### src/rtl/fetch_unit.sv
// Instruction fetch stage: PC register, req/ack fetch from instruction memory,
// instruction register with opcode/funct fields, downstream stall and branch redirect.
module fetch_unit #(
  parameter int              ADDR_W   = 32,
  parameter logic [ADDR_W-1:0] RESET_PC = '0,
  parameter int              PC_STEP  = 4
) (
  input  logic              clk,
  input  logic              reset,
  output logic              imem_req,
  output logic [ADDR_W-1:0] imem_addr,
  input  logic              imem_ack,
  input  logic [31:0]       imem_rdata,
  input  logic              stall,
  input  logic              redirect,
  input  logic [ADDR_W-1:0] redirect_target,
  output logic              instr_valid,
  output logic [31:0]       instr,
  output logic [5:0]        opcode,
  output logic [5:0]        funct,
  output logic [ADDR_W-1:0] pc_out
);

  typedef enum logic [1:0] {FETCH, FLUSH, HOLD} state_t;

  state_t            r_state, w_state_nxt;
  logic [ADDR_W-1:0] r_pc, w_pc_nxt;
  logic [ADDR_W-1:0] r_pend_pc, w_pend_pc_nxt;
  logic [31:0]       r_instr, w_instr_nxt;
  logic [ADDR_W-1:0] r_pc_out, w_pc_out_nxt;
  logic              r_valid, w_valid_nxt;
  logic [ADDR_W-1:0] w_tgt;

  // Branch targets are word aligned; low address bits are forced to zero.
  assign w_tgt = {redirect_target[ADDR_W-1:2], 2'b00};

  always_ff @(posedge clk) begin
    if (reset) begin
      r_state   <= FETCH;
      r_pc      <= RESET_PC;
      r_pend_pc <= '0;
      r_instr   <= '0;
      r_pc_out  <= '0;
      r_valid   <= 1'b0;
    end else begin
      r_state   <= w_state_nxt;
      r_pc      <= w_pc_nxt;
      r_pend_pc <= w_pend_pc_nxt;
      r_instr   <= w_instr_nxt;
      r_pc_out  <= w_pc_out_nxt;
      r_valid   <= w_valid_nxt;
    end
  end

  always_comb begin
    w_state_nxt   = r_state;
    w_pc_nxt      = r_pc;
    w_pend_pc_nxt = r_pend_pc;
    w_instr_nxt   = r_instr;
    w_pc_out_nxt  = r_pc_out;
    w_valid_nxt   = r_valid;
    unique case (r_state)
      FETCH: begin
        if (imem_ack && !redirect) begin
          w_instr_nxt  = imem_rdata;
          w_pc_out_nxt = r_pc;
          w_pc_nxt     = r_pc + ADDR_W'(PC_STEP);
          w_valid_nxt  = 1'b1;
          w_state_nxt  = HOLD;
        end else if (imem_ack && redirect) begin
          w_pc_nxt = w_tgt;
        end else if (redirect) begin
          w_pend_pc_nxt = w_tgt;
          w_state_nxt   = FLUSH;
        end
      end
      FLUSH: begin
        // Memory still owes us a word for the old address; wait it out.
        if (imem_ack) begin
          w_pc_nxt    = redirect ? w_tgt : r_pend_pc;
          w_state_nxt = FETCH;
        end else if (redirect) begin
          w_pend_pc_nxt = w_tgt;
        end
      end
      HOLD: begin
        if (redirect) begin
          w_valid_nxt = 1'b0;
          w_pc_nxt    = w_tgt;
          w_state_nxt = FETCH;
        end else if (!stall) begin
          w_valid_nxt = 1'b0;
          w_state_nxt = FETCH;
        end
      end
      default: w_state_nxt = FETCH;
    endcase
  end

  assign imem_req    = !reset && (r_state != HOLD);
  assign imem_addr   = r_pc;
  assign instr_valid = r_valid;
  assign instr       = r_instr;
  assign pc_out      = r_pc_out;
  assign opcode      = r_instr[31:26];
  assign funct       = r_instr[5:0];

endmodule
### config.mk
export PLATFORM = sky130hd
export DESIGN_NAME = fetch_unit
export DESIGN_NICKNAME = d
export VERILOG_FILES = /design/src/rtl/fetch_unit.sv
export SDC_FILE = /design/constraint.sdc
export NUM_CORES = 1
export LEC_CHECK = 0
export ABC_AREA = 1
export ABC_CLOCK_PERIOD_IN_PS = 1900
export CORE_MARGIN = 5
export CORE_UTILIZATION = 45
export CTS_CLUSTER_DIAMETER = 100
export DETAILED_ROUTE_END_ITERATION = 8
export PLACE_DENSITY = 0.73
export SLEW_MARGIN = 40
export SYNTH_ARGS = -nofsm -noshare
export SYNTH_HDL_FRONTEND = slang
export SYNTH_SLANG_ARGS = --single-unit
export TNS_END_PERCENT = 50
### constraint.sdc
create_clock -name clk -period 1.9 [get_ports clk]
set_clock_uncertainty 0.1 [all_clocks]
set_input_delay 0.19 -clock clk [delete_from_list [all_inputs] [get_ports clk]]
set_output_delay 0.19 -clock clk [all_outputs]
set_load 0.02 [all_outputs]
==> qor.txt <==
Status: completed
Max VDD drop: 0.7940 mV
Nets: 1,213
Worst R2R Start: r_state[1]
Final Worst Setup Slack: 0.04102 ns
Layout area overhead: 38.40%
Least-Margin Pin Slew: 0.3561 ns
DIE AREA: 17,330 sq um
Clock power frac: 23.7%
Main synth FF type: dfxtp_1
Placed cells: 1,303
# IOs: 179
Max_cap viols: 0
Avg Inst Size Synth: 6.831 sq um
Antenna violations before repair: 0
CTS tree: done
Final hold slack: 0.2576 ns
Count of final max-slew check failures: 0
Power Internal: 7.961 mW
Number of global-route vias before repair: 6,868
Final wirelength: 21.58 mm
Worst reg-to-reg setup slack: 0.09 ns
Largest net degree at the start of global routing: 71
FF-to-FF path depth: 7
Clk buf depth: 2
Slew margin rel.: 76.26%
First-pass GRT wire length: 34.77 mm
CTS Sinks: 131
Hold EP: instr[7]
Number of synthesized flops with an enable pin: 0
Die X: 131.7 um
Pre-Repair DR Iteration Count: 5
Fin crit share: 97.84%
CP max stage delay: 0.67 ns
Tot Pwr: 13.37 mW
Final Hold Vio Count: 0
Residual DRC count: 0
Multi-input gate area: 3334 sq um
IO Port Bufs: 176
Worst Path Arrival: 1.57 ns
Sw Share: 40.46%
Cells along the critical path: clkdlybuf4s50_1
Via count: 7,155
Fin crit period: 1.859 ns
CP max stage cell: clkdlybuf4s50_1
RSZ-0062 raised after global routing: false
CP Max Fanout: 6
Reg power frac: 32.4%
Core ar.: 14,530 sq um
Post-synth ARST share: 0%
Reg2Reg Capture Point: imem_addr[19]
Syn Inst Count: 975
Avg Vias per Cell: 5.364
CTS clock-pin slew for the worst setup and hold paths: 0.06 ns
Syn_nets: 1,048
Part of the power in combinational logic: 43.9%
H-tree depth: 4
Number of setup violations in the final report: 0
Layout cells sized above 1: 9.304%
Remaining antenna violation count: 0
FP Rows: 44
Static leakage: 3.683 nW
GRT Residual Overflow: 0
Critical Path Source Type: register
Hpwl dp: 15.31 mm
Drt first-iter violations: 573
CP required: 1.61 ns
Setup WS pre-CTS: -0.1326 ns
Netlist Area Pre-Place: 6660 sq um
WP buf/inv: 1
Fillers: 1,376
Root Buffer: clkbuf_16
Fin cells: 1,334
Wirelength per Cell: 16.18 um
Initial core utilization: 45.82%
FF+latch area: 2624 sq um
CP Capture Type: primary output
Die Y: 131.7 um
Max Freq: 537.9 MHz
Critical path class: register to primary output
Cell variety after synth: 36
GRT Total Usage: 24.04%
Synth Warn #: 0
Hold crit path type: input pin to register
N_diodes: 0
Sequential area share after synthesis: 39.38%
Pwr Density: 1451 nW/um^2
Worst-Skew Late Latency: 0.41 ns
Switching pwr: 5.411 mW
Routability Congestion: 0.8839
Total of flip-flops plus latches after synthesis: 131
Worst hold path depth: 3
Worst hold start: imem_rdata[7]
Largest delay share family, worst path: buffers and inverters
CTS Buf Count: 17
==> cell usage in the layout (no fill, tap or decap), types with 19 or more instances in the layout <==
cell type	count
o21ai_0	154
nor2_1	136
inv_1	77
clkdlybuf4s50_1	167
a21oi_1	114
buf_4	35
dfxtp_1	130
nand2_1	155
a31oi_1	19
nand3_1	39
==> layer usage <==
layer	global-route usage [%]	vias to the layer above	part of all wire, %	wire, um
li1	-	3558	-	-
met1	29.93	3267	42	9094
met2	39.76	290	48	10290
met3	7.301	40	7.6	1647
met4	8.000	0	2.6	555
met5	0	-	0	0
==> cells in the mapped netlist (2+ instances only) <==
library cell  count  area share, %
nand2_1         155            8.7
o21ai_0         154             12
nor2_1          136            7.7
dfxtp_1         131             39
a21oi_1         114            8.6
inv_1            79            4.5
nand3_1          39            2.9
clkbuf_1         33            1.9
a31oi_1          19            1.8
buf_4            15            1.7
o22ai_1          15            1.4
buf_2            12           0.90
nor2_4            8            1.4
nor2_2            7           0.66
inv_2             6           0.34
a211oi_1          5           0.56
a211oi_2          5           0.94
buf_6             5           0.85
xnor2_1           5           0.66
buf_1             4           0.23
ha_1              4           0.75
nand2_2           4           0.38
o21ai_1           4           0.30
and2_1            2           0.19
o211ai_1          2           0.23
xor2_1            2           0.26
==> state kept, by name, indices dropped and copies added (netlist names) <==
name         flops
r_state          2
instr_valid      1
instr           32
r_pend_pc       32
pc_out          32
imem_addr       32
==> tightest hold or removal path: stages <==
cell and delay, ns:
clkdlybuf4s50_1 0.39, nor2_1 0.10, nor2_1 0.05
==> kinds of logic (layout without fill, tap and decap cells) <==
group,count (synthesis),after routing,share of synthesized area (%)
simple gates,354,354,22.32
compound gates,323,323,25.98
buf+inv,156,331,10.65
xor+xnor,7,7,0.9206
fa+ha+maj,4,4,0.7515
flops,131,131,39.38
==> worst max path at each step <==
stage	slack, ns	cells after the start	endpoint	start
after global placement	-0.1	8	imem_addr[31]	redirect
final	0.04	1	imem_addr[26]	imem_addr[26]
after floorplan	0.15	10	imem_addr[22]	imem_addr[3]
after CTS	0.007	2	imem_addr[10]	imem_addr[10]
after detailed placement	-0.13	8	imem_addr[31]	redirect
after global routing	0.001	1	imem_addr[2]	imem_addr[2]
==> stage by stage <==
stage | setup TNS [ns] | utilization, % | instance area [sq um]
CTS | 0 | 63.26 | 9194
detailed placement | -1.097 | 59.29 | 8617
floorplan | 0 | - | 6660
global route | 0 | 63.42 | 9218
finish | 0 | 63.42 | 9218
global placement | -0.5953 | 59.29 | 8617
==> layout make-up <==
class / instances / share of cell area, %
Tap cell: 184 / 2.498
Multi-Input combinational cell: 688 / 36.17
Clock buffer: 23 / 5.185
Clock inverter: 6 / 0.8687
Inverter: 85 / 3.529
Timing Repair Buffer: 217 / 23.28
Sequential cell: 131 / 28.46
==> power groups by stage <==
stage / registers [mW] / clock network [mW] / logic (mW)
after floorplan: 4.86 / 0 / 2.79
after global placement: 4.35 / 0 / 5.74
after detailed placement: 4.35 / 0 / 5.81
after CTS: 4.31 / 3.19 / 5.86
after global routing: 4.43 / 3.33 / 6.43
final: 4.34 / 3.17 / 5.87
==> what timing repair did <==
item	CTS	global route
endpoints found under the hold margin	0	0
resized for setup	8	9
hold buffers	0	0
setup buffers	2	0
pin swaps	0	0
endpoints found under the setup margin	25	32
Power figures use the tool's default switching activity.
